## src/rtl/scarv_cop_idecode_queue_pkg.sv

```systemverilog
// rtl/scarv_cop_idecode_queue_pkg.sv - shared COP constants: mccr bits, class/subclass indices, pack widths
package scarv_cop_idecode_queue_pkg;

   localparam int MCCR_R   = 0;
   localparam int MCCR_MP  = 1;
   localparam int MCCR_SG  = 2;
   localparam int MCCR_P32 = 3;
   localparam int MCCR_P16 = 4;
   localparam int MCCR_P8  = 5;
   localparam int MCCR_P4  = 6;
   localparam int MCCR_P2  = 7;

   localparam int ICLASS_W             = 9;
   localparam int ICLASS_PACKED_ARITH  = 0;
   localparam int ICLASS_TWIDDLE       = 1;
   localparam int ICLASS_LOADSTORE     = 2;
   localparam int ICLASS_RANDOM        = 3;
   localparam int ICLASS_MOVE          = 4;
   localparam int ICLASS_MP            = 5;
   localparam int ICLASS_BITWISE       = 6;
   localparam int ICLASS_PERMUTE       = 7;
   localparam int ICLASS_MISC          = 8;

   localparam int SCLASS_W             = 16;
   localparam int SCLASS_SCATTER_B     = 4;
   localparam int SCLASS_SCATTER_H     = 5;
   localparam int SCLASS_GATHER_B      = 6;
   localparam int SCLASS_GATHER_H      = 7;

   localparam logic [6:0] COP_OPCODE   = 7'b0001011;

   typedef enum logic [2:0] {
      PW_32 = 3'd0,
      PW_16 = 3'd1,
      PW_8  = 3'd2,
      PW_4  = 3'd3,
      PW_2  = 3'd4
   } pack_width_t;

   // Reserved width codes are not a feature issue; the decoder flags them as illegal.
   function automatic logic pw_enabled(input pack_width_t pw, input logic [7:0] m);
      case (pw)
         PW_32:   return m[MCCR_P32];
         PW_16:   return m[MCCR_P16];
         PW_8:    return m[MCCR_P8];
         PW_4:    return m[MCCR_P4];
         PW_2:    return m[MCCR_P2];
         default: return 1'b1;
      endcase
   endfunction

endpackage

```

## src/rtl/scarv_cop_idec_core.sv

```systemverilog
// rtl/scarv_cop_idec_core.sv - combinational COP word decode: class, subclass, pack width, base illegal
module scarv_cop_idec_core
   import scarv_cop_idecode_queue_pkg::*;
(
   input  logic [31:0]          encoded,
   output logic [ICLASS_W-1:0]  iclass,
   output logic [SCLASS_W-1:0]  sclass,
   output logic [2:0]           pack_width,
   output logic                 illegal
);

   logic [3:0] class_field;
   logic [3:0] sub_field;
   logic       unused_bits;

   assign class_field = encoded[31:28];
   assign sub_field   = encoded[27:24];
   assign pack_width  = encoded[23:21];
   assign unused_bits = ^encoded[20:7];

   always_comb begin
      iclass = '0;
      sclass = '0;
      if (class_field < 4'(ICLASS_W)) begin
         iclass[class_field] = 1'b1;
      end
      sclass[sub_field] = 1'b1;
      illegal = (encoded[6:0] != COP_OPCODE)
             || (class_field >= 4'(ICLASS_W))
             || ((class_field == 4'(ICLASS_PACKED_ARITH)) && (pack_width > PW_2));
   end

endmodule

```

## src/rtl/scarv_cop_idecode_queue.sv

```systemverilog
// rtl/scarv_cop_idecode_queue.sv - COP instruction decode FIFO; SCARV_COP_IDQ_BYPASS_EN enables empty-queue bypass
module scarv_cop_idecode_queue
   import scarv_cop_idecode_queue_pkg::*;
#(
   parameter int         DEPTH     = 4,
   parameter logic [7:0] MCCR_MASK = 8'hFF
) (
   input  logic                   g_clk,
   input  logic                   g_resetn,
   input  logic                   flush,
   input  logic                   in_valid,
   output logic                   in_ready,
   input  logic [31:0]            in_encoded,
   input  logic [7:0]             mccr,
   output logic                   out_valid,
   input  logic                   out_ready,
   output logic [31:0]            out_encoded,
   output logic [8:0]             out_class,
   output logic [15:0]            out_subclass,
   output logic                   out_exception,
   output logic                   out_exc_feature,
   output logic [$clog2(DEPTH):0] count
);

   localparam int              PW       = $clog2(DEPTH);
   localparam logic [PW:0]     CNT_FULL = (PW+1)'(DEPTH);
   localparam logic [PW:0]     CNT_ONE  = (PW+1)'(1);
   localparam logic [PW-1:0]   PTR_ONE  = PW'(1);

   logic [PW:0]   count_q, count_d;
   logic [PW-1:0] rd_ptr_q, rd_ptr_d;
   logic [PW-1:0] wr_ptr_q, wr_ptr_d;
   logic [31:0]   word_q [DEPTH];
   logic [7:0]    mccr_q [DEPTH];

   logic          bypass, do_enq, do_deq;
   logic [7:0]    mccr_masked, head_mccr;
   logic [31:0]   head_word;
   logic [8:0]    head_class;
   logic [15:0]   head_sub;
   logic [2:0]    head_pw;
   logic          head_illegal, head_feature;

   assign mccr_masked = mccr & MCCR_MASK;

`ifdef SCARV_COP_IDQ_BYPASS_EN
   assign bypass = (count_q == '0) && in_valid && !flush && g_resetn;
`else
   assign bypass = 1'b0;
`endif

   assign in_ready  = (count_q != CNT_FULL);
   assign out_valid = (count_q != '0) || bypass;
   assign count     = count_q;

   // A bypassed word that is consumed in the same cycle never enters storage.
   assign do_enq = in_valid && in_ready && !flush && !(bypass && out_ready);
   assign do_deq = (count_q != '0) && out_ready && !flush;

   assign head_word = bypass ? in_encoded  : word_q[rd_ptr_q];
   assign head_mccr = bypass ? mccr_masked : mccr_q[rd_ptr_q];

   scarv_cop_idec_core u_idec_core (
      .encoded    (head_word),
      .iclass     (head_class),
      .sclass     (head_sub),
      .pack_width (head_pw),
      .illegal    (head_illegal)
   );

   // Feature gating uses the mccr captured with the entry, not the live value.
   assign head_feature =
        (head_class[ICLASS_RANDOM]    && !head_mccr[MCCR_R])
     || (head_class[ICLASS_MP]        && !head_mccr[MCCR_MP])
     || (head_class[ICLASS_LOADSTORE] && (|head_sub[SCLASS_GATHER_H:SCLASS_SCATTER_B])
                                      && !head_mccr[MCCR_SG])
     || (head_class[ICLASS_PACKED_ARITH] && !pw_enabled(pack_width_t'(head_pw), head_mccr));

   always_comb begin
      out_encoded     = '0;
      out_class       = '0;
      out_subclass    = '0;
      out_exception   = 1'b0;
      out_exc_feature = 1'b0;
      if (out_valid) begin
         out_encoded     = head_word;
         out_class       = head_class;
         out_subclass    = head_sub;
         out_exception   = head_illegal | head_feature;
         out_exc_feature = head_feature;
      end
   end

   always_comb begin
      count_d  = count_q;
      rd_ptr_d = rd_ptr_q;
      wr_ptr_d = wr_ptr_q;
      if (flush) begin
         count_d  = '0;
         rd_ptr_d = '0;
         wr_ptr_d = '0;
      end else begin
         if (do_enq) wr_ptr_d = wr_ptr_q + PTR_ONE;
         if (do_deq) rd_ptr_d = rd_ptr_q + PTR_ONE;
         if (do_enq && !do_deq) count_d = count_q + CNT_ONE;
         if (!do_enq && do_deq) count_d = count_q - CNT_ONE;
      end
   end

   always_ff @(posedge g_clk or negedge g_resetn) begin
      if (!g_resetn) begin
         count_q  <= '0;
         rd_ptr_q <= '0;
         wr_ptr_q <= '0;
      end else begin
         count_q  <= count_d;
         rd_ptr_q <= rd_ptr_d;
         wr_ptr_q <= wr_ptr_d;
      end
   end

   always_ff @(posedge g_clk) begin
      if (do_enq) begin
         word_q[wr_ptr_q] <= in_encoded;
         mccr_q[wr_ptr_q] <= mccr_masked;
      end
   end

endmodule

```

## config.mk

```make
export PLATFORM = sky130hd
export DESIGN_NAME = scarv_cop_idecode_queue
export DESIGN_NICKNAME = d
export VERILOG_FILES = /design/src/rtl/scarv_cop_idecode_queue_pkg.sv /design/src/rtl/scarv_cop_idec_core.sv /design/src/rtl/scarv_cop_idecode_queue.sv
export SDC_FILE = /design/constraint.sdc
export NUM_CORES = 1
export LEC_CHECK = 0
export BUFFER_PORTS_ARGS = -buffer_cell sky130_fd_sc_hd__buf_2
export CAP_MARGIN = 15
export CORE_ASPECT_RATIO = 0.9
export CORE_MARGIN = 1.5
export CORE_UTILIZATION = 40
export CTS_BUF_LIST = sky130_fd_sc_hd__clkbuf_8
export DETAILED_ROUTE_END_ITERATION = 8
export GPL_TIMING_DRIVEN = 0
export SLEW_MARGIN = 20
export SYNTH_ARGS = -nofsm -noshare
export SYNTH_HDL_FRONTEND = slang
export SYNTH_SLANG_ARGS = --single-unit
```

## constraint.sdc

```tcl
create_clock -name g_clk -period 2.65 [get_ports g_clk]
set_input_delay 0.53 -clock g_clk [delete_from_list [all_inputs] [get_ports g_clk]]
set_output_delay 0.53 -clock g_clk [all_outputs]
set_load 0.005 [all_outputs]
```

Yosys cells after proc, flatten, opt, wreduce, memory -nomap -nowiden
Memory sizes are Yosys's and may differ from the RTL's.
Cells that the tools add are included.
Widths: inputs -> output; s select.
{"block": "totals", "ff_bits": 7, "ramBits": 160, "input_bits": 45, "output_inout_bits": 64, "word_cells": 76, "mem_count": 2}
{"block": "classes", "add_sub_neg": 4, "magnitude_cmp": 7, "n_eq_ne": 6, "muxes": 20, "bitwise": 1, "reduce_logical": 33}
{"name": "word_q", "words": 4, "word_bits": 32, "read_ports": 1, "rd_ports_with_merged_regs": 0, "write_ports": 1, "line": "scarv_cop_idecode_queue.sv:33", "source": "logic [31:0] word_q [DEPTH];"}
{"name": "mccr_q", "words": 4, "word_bits": 8, "read_ports": 1, "rd_ports_with_merged_regs": 0, "write_ports": 1, "line": "scarv_cop_idecode_queue.sv:34", "source": "logic [7:0] mccr_q [DEPTH];"}
{"cell": "$mux 32", "n": 1}
{"cell": "$mux 9", "n": 2}
{"cell": "$mux 16", "n": 1}
{"cell": "$logic_and 1x1->1", "n": 14}
{"cell": "$lt 4x5->1 const B", "n": 2}
{"cell": "$mux 3", "n": 3}
{"cell": "$demux 1 s4", "n": 2}
{"cell": "$ge 4x1->1 const B", "n": 2}
{"cell": "$mux 2", "n": 4}
{"cell": "$logic_not 1->1", "n": 7}
{"cell": "$ne 7x4->1 const B", "n": 1}
{"cell": "$eq 3x2->1 const B", "n": 2}
{"cell": "$mux 1", "n": 6}
{"cell": "$reduce_bool 3->1", "n": 2}
{"cell": "$logic_or 1x1->1", "n": 5}
{"cell": "$pmux 1 s5", "n": 1}
{"cell": "$add 2x1->2 const B", "n": 2}
{"cell": "$ge 4x4->1 const B", "n": 1}
{"cell": "$logic_not 4->1", "n": 1}
{"cell": "$lt 4x4->1 const B", "n": 1}
{"cell": "$reduce_bool 2->1", "n": 2}
{"cell": "$reduce_or 4->1", "n": 1}
{"cell": "$add 3x1->3 const B", "n": 1}
{"cell": "$eq 3x1->1 const B", "n": 1}
{"cell": "other kinds (6)", "n": 6}

Logic depth before layout (Yosys ltp)
An unclocked memory read counts as a cell.
{"block": "logic_depth", "depth_word": 12, "ltp_mapped": 9, "mapped_depth_nobuf": 7}

Modules after synthesis
A second synthesis with hierarchy kept.
{"block": "unflattened", "hier_cells": 407, "hier_area_um2": 7059.3}
{"mod": "scarv_cop_idecode_queue", "instances": 1, "cells_each": 362, "area_per_inst_um2": 6820.3, "seq_area_each_um2": 4979.8}
{"mod": "scarv_cop_idec_core", "instances": 1, "cells_each": 45, "area_per_inst_um2": 239.0, "seq_area_each_um2": 0.0}

Worst setup path after synthesis
No wires, ideal clock.
{"block": "synth_path", "kind": "reg-to-output", "startpoint": "register rd_ptr_q[0]", "endpoint": "output port out_exception", "arrival_time_ns": 2.006, "required_time_ns": 2.120, "path_slack_ns": 0.114, "path_stages_with_launch": 8, "path_buffers": 2, "cell_sequence": "dfrtp_1 buf_6 mux4_2 or2_0 clkbuf_2 or4_1 o311a_1 nand3b_1"}
{"block": "synth_via", "elab_chain_len": 12, "word_cells_on_any_way": 42, "cone_classes": "7 x order compare; 5 x eq/ne; 7 x mux; 1 x bitwise; 20 x reduce/logical; 2 x memory"}
{"element": "start: declaration", "line": "scarv_cop_idecode_queue.sv:31", "source": "logic [PW-1:0] rd_ptr_q, rd_ptr_d;"}
{"element": "start signal: assignment", "line": "scarv_cop_idecode_queue.sv:117", "source": "rd_ptr_q <= rd_ptr_d;"}
{"element": "$mem_v2 4x32"}
{"element": "$lt 4x5->1 (implied by the code) (tied with other cells)", "line": "scarv_cop_idec_core.sv:27", "source": "sclass[sub_field] = 1'b1;"}
{"element": "$logic_and 1x1->1, on equally long branches", "line": "scarv_cop_idec_core.sv:27, scarv_cop_idec_core.sv:25"}
{"element": "$mux 1, on equally long branches", "line": "scarv_cop_idec_core.sv:27, scarv_cop_idec_core.sv:25"}
{"element": "$demux 1 s4"}
{"element": "$reduce_or 4->1 or $mux 9 (tied branches)", "line": "scarv_cop_idecode_queue.sv:75, scarv_cop_idec_core.sv:24"}
{"element": "$logic_and 1x1->1, on equally long branches", "line": "scarv_cop_idecode_queue.sv:75, scarv_cop_idecode_queue.sv:73, scarv_cop_idecode_queue.sv:74"}
{"element": "$logic_and 1x1->1 or $logic_or 1x1->1 (tied branches)", "line": "scarv_cop_idecode_queue.sv:76, scarv_cop_idecode_queue.sv:74"}
{"element": "$logic_or 1x1->1", "line": "scarv_cop_idecode_queue.sv:75", "source": "|| (head_class[ICLASS_LOADSTORE] && (|head_sub[SCLASS_GATHER_H:SCLASS_SCATTER_B])"}
{"element": "$logic_or 1x1->1", "line": "scarv_cop_idecode_queue.sv:77", "source": "|| (head_class[ICLASS_PACKED_ARITH] && !pw_enabled(pack_width_t'(head_pw), head_mccr));"}
{"element": "$or 1x1->1 (*)", "line": "scarv_cop_idecode_queue.sv:89", "source": "out_exception = head_illegal | head_feature;"}
{"element": "$mux 1 (*)", "line": "scarv_cop_idecode_queue.sv:85", "source": "if (out_valid) begin"}
{"element": "end: declaration", "line": "scarv_cop_idecode_queue.sv:20", "source": "output logic out_exception,"}
Every way passes the cells marked *; elsewhere a longest branch is shown, timed or not.

Worst setup path after layout
{"block": "layout_path", "startpoint": "register rd_ptr_q[0]", "endpoint": "output port out_exc_feature"}
{"block": "layout_via", "elab_chain_len": 11, "word_cells_on_any_way": 34, "cone_classes": "5 x order compare; 4 x eq/ne; 7 x mux; 16 x reduce/logical; 2 x memory"}
{"element": "$mem_v2 4x32"}
{"element": "$lt 4x5->1 (implied by the code) (tied with other cells)", "line": "scarv_cop_idec_core.sv:27"}
{"element": "$logic_and 1x1->1, on equally long branches", "line": "scarv_cop_idec_core.sv:27, scarv_cop_idec_core.sv:25"}
{"element": "$mux 1, on equally long branches", "line": "scarv_cop_idec_core.sv:27, scarv_cop_idec_core.sv:25"}
{"element": "$demux 1 s4"}
{"element": "$reduce_or 4->1 or $mux 9 (tied branches)", "line": "scarv_cop_idecode_queue.sv:75, scarv_cop_idec_core.sv:24"}
{"element": "$logic_and 1x1->1, on equally long branches", "line": "scarv_cop_idecode_queue.sv:75, scarv_cop_idecode_queue.sv:73, scarv_cop_idecode_queue.sv:74"}
{"element": "$logic_and 1x1->1 or $logic_or 1x1->1 (tied branches)", "line": "scarv_cop_idecode_queue.sv:76, scarv_cop_idecode_queue.sv:74"}
{"element": "$logic_or 1x1->1", "line": "scarv_cop_idecode_queue.sv:75"}
{"element": "$logic_or 1x1->1 (*)", "line": "scarv_cop_idecode_queue.sv:77"}
{"element": "$mux 1 (*)", "line": "scarv_cop_idecode_queue.sv:85"}
{"element": "end: declaration", "line": "scarv_cop_idecode_queue.sv:21", "source": "output logic out_exc_feature,"}
Marks and branches as above.

==> flow_summary.yaml <==
placement:
  portBuffers: 107
  place_congestion: 0.7689
  dp_slack_ps: -580.6
  dp.cells: 679
  dp_hpwl_um: 8661
sta:
  period_share_pct: 119.6
  fin_crit_ps: 3169
  fin_skew_ps: 9.239
  rsz0062_at_grt: "yes"
  tightest_slew_ps: 682.7
  hold_violations: 0
  maxSlewViolCount: 0
  whs_ps: 298.3
  final.setup.tns_ps: -13710
  layout_setup_ws_ps: -519.2
  slew_headroom_pct: 54.49
  max_freq_ghz: 0.3155
  setup_viol: 46
synthesis:
  netlist_top_cells_area: "edfxtp_1, mux4_2, and2_1, dfrtp_1, nor2_1"
  synth_edf_count: 160
  synth_top_area_cell: "edfxtp_1"
  synthFlopType: "edfxtp_1"
  synth-warning-count: 0
  synth_top_area_share_pct: 70.68
  synth_fp_nets: 411
  synth-async-reset-ratio_pct: 4.192
  synth.yosys.seq_area_share_pct: 73.26
  avgSynthCellArea_um2: 18.83
  synthesis.area_um2: 6798
  syn-instance-count: 361
  ys_seq_elements: 167
  yosys.cell_count.top_type: "edfxtp_1"
  yosysUniqueCellTypes: 40
  synth.cells.most_frequent: "edfxtp_1, mux4_2, and2_1"
cts:
  root_buffer: "clkbuf_8"
  clock_path_buffers: 2
  cts_buffers: 17
  cts_sinks: 167
  clk_latency_ps: 440
  htreeDepth: 4
  cts.clk_slew.worst_paths_ps: 80
  cts_tree: "built"
detailed_routing:
  vias: 3771
  first_pass_iters: 4
  drc_errors: 0
  final_antenna_net_count: 0
  wire_per_inst_um: 19.13
  viasPerCell: 5.096
  detailedRoute.firstIterationViolations: 165
  finalWirelength_um: 14160
die:
  die_w_um: 140.4
  core_um2: 16720
  io_pins: 109
  die_area_um2: 17790
  fp.dieH_um: 126.7
  rows: 45
  start_util_pct: 40.65
grt:
  grt_max_degree: 41
  grt_pass1_wl_um: 21250
  overflow: 0
  antenna_found_initial: 2
  track_usage_pct: 16.45
  grt_pass1_vias: 3784
worst_setup_path:
  rrSetupSlack_ps: 420
  crit_chain: "buf_6, buf_4, mux4_2, nand2b_4, or4_1, o311a_1, nand2b_1, buf_2"
  worst_setup_path_start_kind: "flip-flop"
  max_stage_delay_ps: 560
  r2r-start: "count[0]"
  crit_fanout: 5
  crit_slowest_cell: "mux4_2"
  setup.worst_path.class: "flip-flop to output port"
  rr_endpoint: "word_q[0][0]"
  crit_start: "rd_ptr_q[0]"
  cp-end-kind: "output port"
  cp-endpoint: "out_exc_feature"
  worstPathArrival_ps: 2640
  critPathRequiredTime_ps: 2120
  worstRegToRegCells: 5
min_path:
  hp-class: "primary input to flip-flop"
layout:
  n_fill_cell: 1406
  stdcell_count: 740
  drive_gt1_share_pct: 50.66
  final_nets: 568
  diodes: 0
  syn_to_final_growth_pct: 26.82
status:
  status: "finished with violations"
  violations: "negative setup slack"
power:
  power_density_nw_per_um2: 974.4
  power_mw: 8.400
  vdd_drop_max_mv: 0.5657
  p_leak_nw: 3.134
run:
  cap_violations: 0
## where the power goes
group,total (mW),leakage [nW],internal [mW],switching [mW]
clock network,1.56,0.164,0.707,0.848
registers,3.17,1.55,3.09,0.0821
logic,3.67,1.42,2.02,1.65
## state kept, by name, summed over array words and instances, names as in the netlist
signal and count:
mccr_q 32, count 3, word_q 128, rd_ptr_q 2
wr_ptr_q 2
## stage by stage
step / utilization (%) / instance area [um^2]
2_1_floorplan: - / 6798
3_3_place_gp: 45.43 / 7597
3_5_place_dp: 45.49 / 7607
4_1_cts: 50.29 / 8409
5_1_grt: 51.55 / 8621
6_report: 51.55 / 8621
## routing by layer
| metal | vias to the layer above | share of wire [%] | track usage [%] |
|---|---|---|---|
| met4 | 4 | 0.54 | 4.149 |
| met2 | 114 | 50 | 27.32 |
| met1 | 1912 | 43 | 20.83 |
| li1 | 1730 | - | - |
| met5 | - | 0.16 | 0 |
| met3 | 11 | 6.2 | 5.700 |
## how the worst min path moves through the flow
stage | cells after the start | to | slack, ps | startpoint
after floorplan | 0 | count[0] | 230 | g_resetn
after global placement | 1 | wr_ptr_q[1] | 370 | g_resetn
after detailed placement | 1 | wr_ptr_q[1] | 370 | g_resetn
after CTS | 1 | mccr_q[0][3] | 260 | mccr[3]
after global routing | 1 | word_q[3][13] | 260 | in_encoded[13]
final | 1 | word_q[2][16] | 300 | in_encoded[16]
## cell type report
| cell class | instances | area (um^2) | share of cell area (%) |
|---|---|---|---|
| buffer | 14 | 151.4 | 1.756 |
| clock buffer | 17 | 234.0 | 2.714 |
| clock inverter | 13 | 93.84 | 1.089 |
| inverter | 7 | 31.28 | 0.3628 |
| multi-input combinational | 171 | 1913 | 22.19 |
| sequential | 167 | 4980 | 57.76 |
| tap | 211 | 264.0 | 3.062 |
| timing repair buffer | 140 | 953.4 | 11.06 |
## cells in the final DEF (no fill, tap or decap), drive strengths merged, types with 2 or more instances in the layout
master / count
a21oi: 2
and2: 34
buf: 147
clkbuf: 23
clkinv: 6
clkinvlp: 4
dfrtp: 7
edfxtp: 160
ha: 4
inv: 9
mux2i: 3
mux4: 39
nand2: 10
nand2b: 6
nand3: 3
nand3b: 3
nor2: 32
nor3: 5
nor4b: 2
o31ai: 2
or2: 3
or3: 3
or4: 2
xnor2: 5
## critical path: cells and delay by family (launching register included)
family / cells / cell delay [ps]
multiplexers: 1 / 560
AND/OR/NAND/NOR: 3 / 770
AO/OA/AOI/OAI: 1 / 150
flip-flops: 1 / 350
buffers and inverters: 3 / 370
## kinds of logic (layout without fill, tap and decap cells)
kind of cell             Yosys count  after routing  synth area share (%)
AO/OA/AOI/OAI                     13             13                 1.509
XOR/XNOR                           5              5                0.6442
adder cells (fa/ha/maj)            5              5                 1.031
buffers and inverters             23            191                 1.804
flip-flops                       167            167                 73.26
multiplexers                      42             42                 13.47
AND/OR/NAND/NOR                  106            106                 8.283
## timing repair
| action | in CTS | in global routing |
|---|---|---|
| setup buffers | 20 | 13 |
| gates cloned | 1 | 0 |
| hold buffers | 1 | 0 |
| setup endpoints to repair | 59 | 55 |
| gates resized for setup | 65 | 41 |
| pin swaps | 15 | 16 |
| hold endpoints to repair | 7 | 0 |
Power figures use the tool's default switching activity.
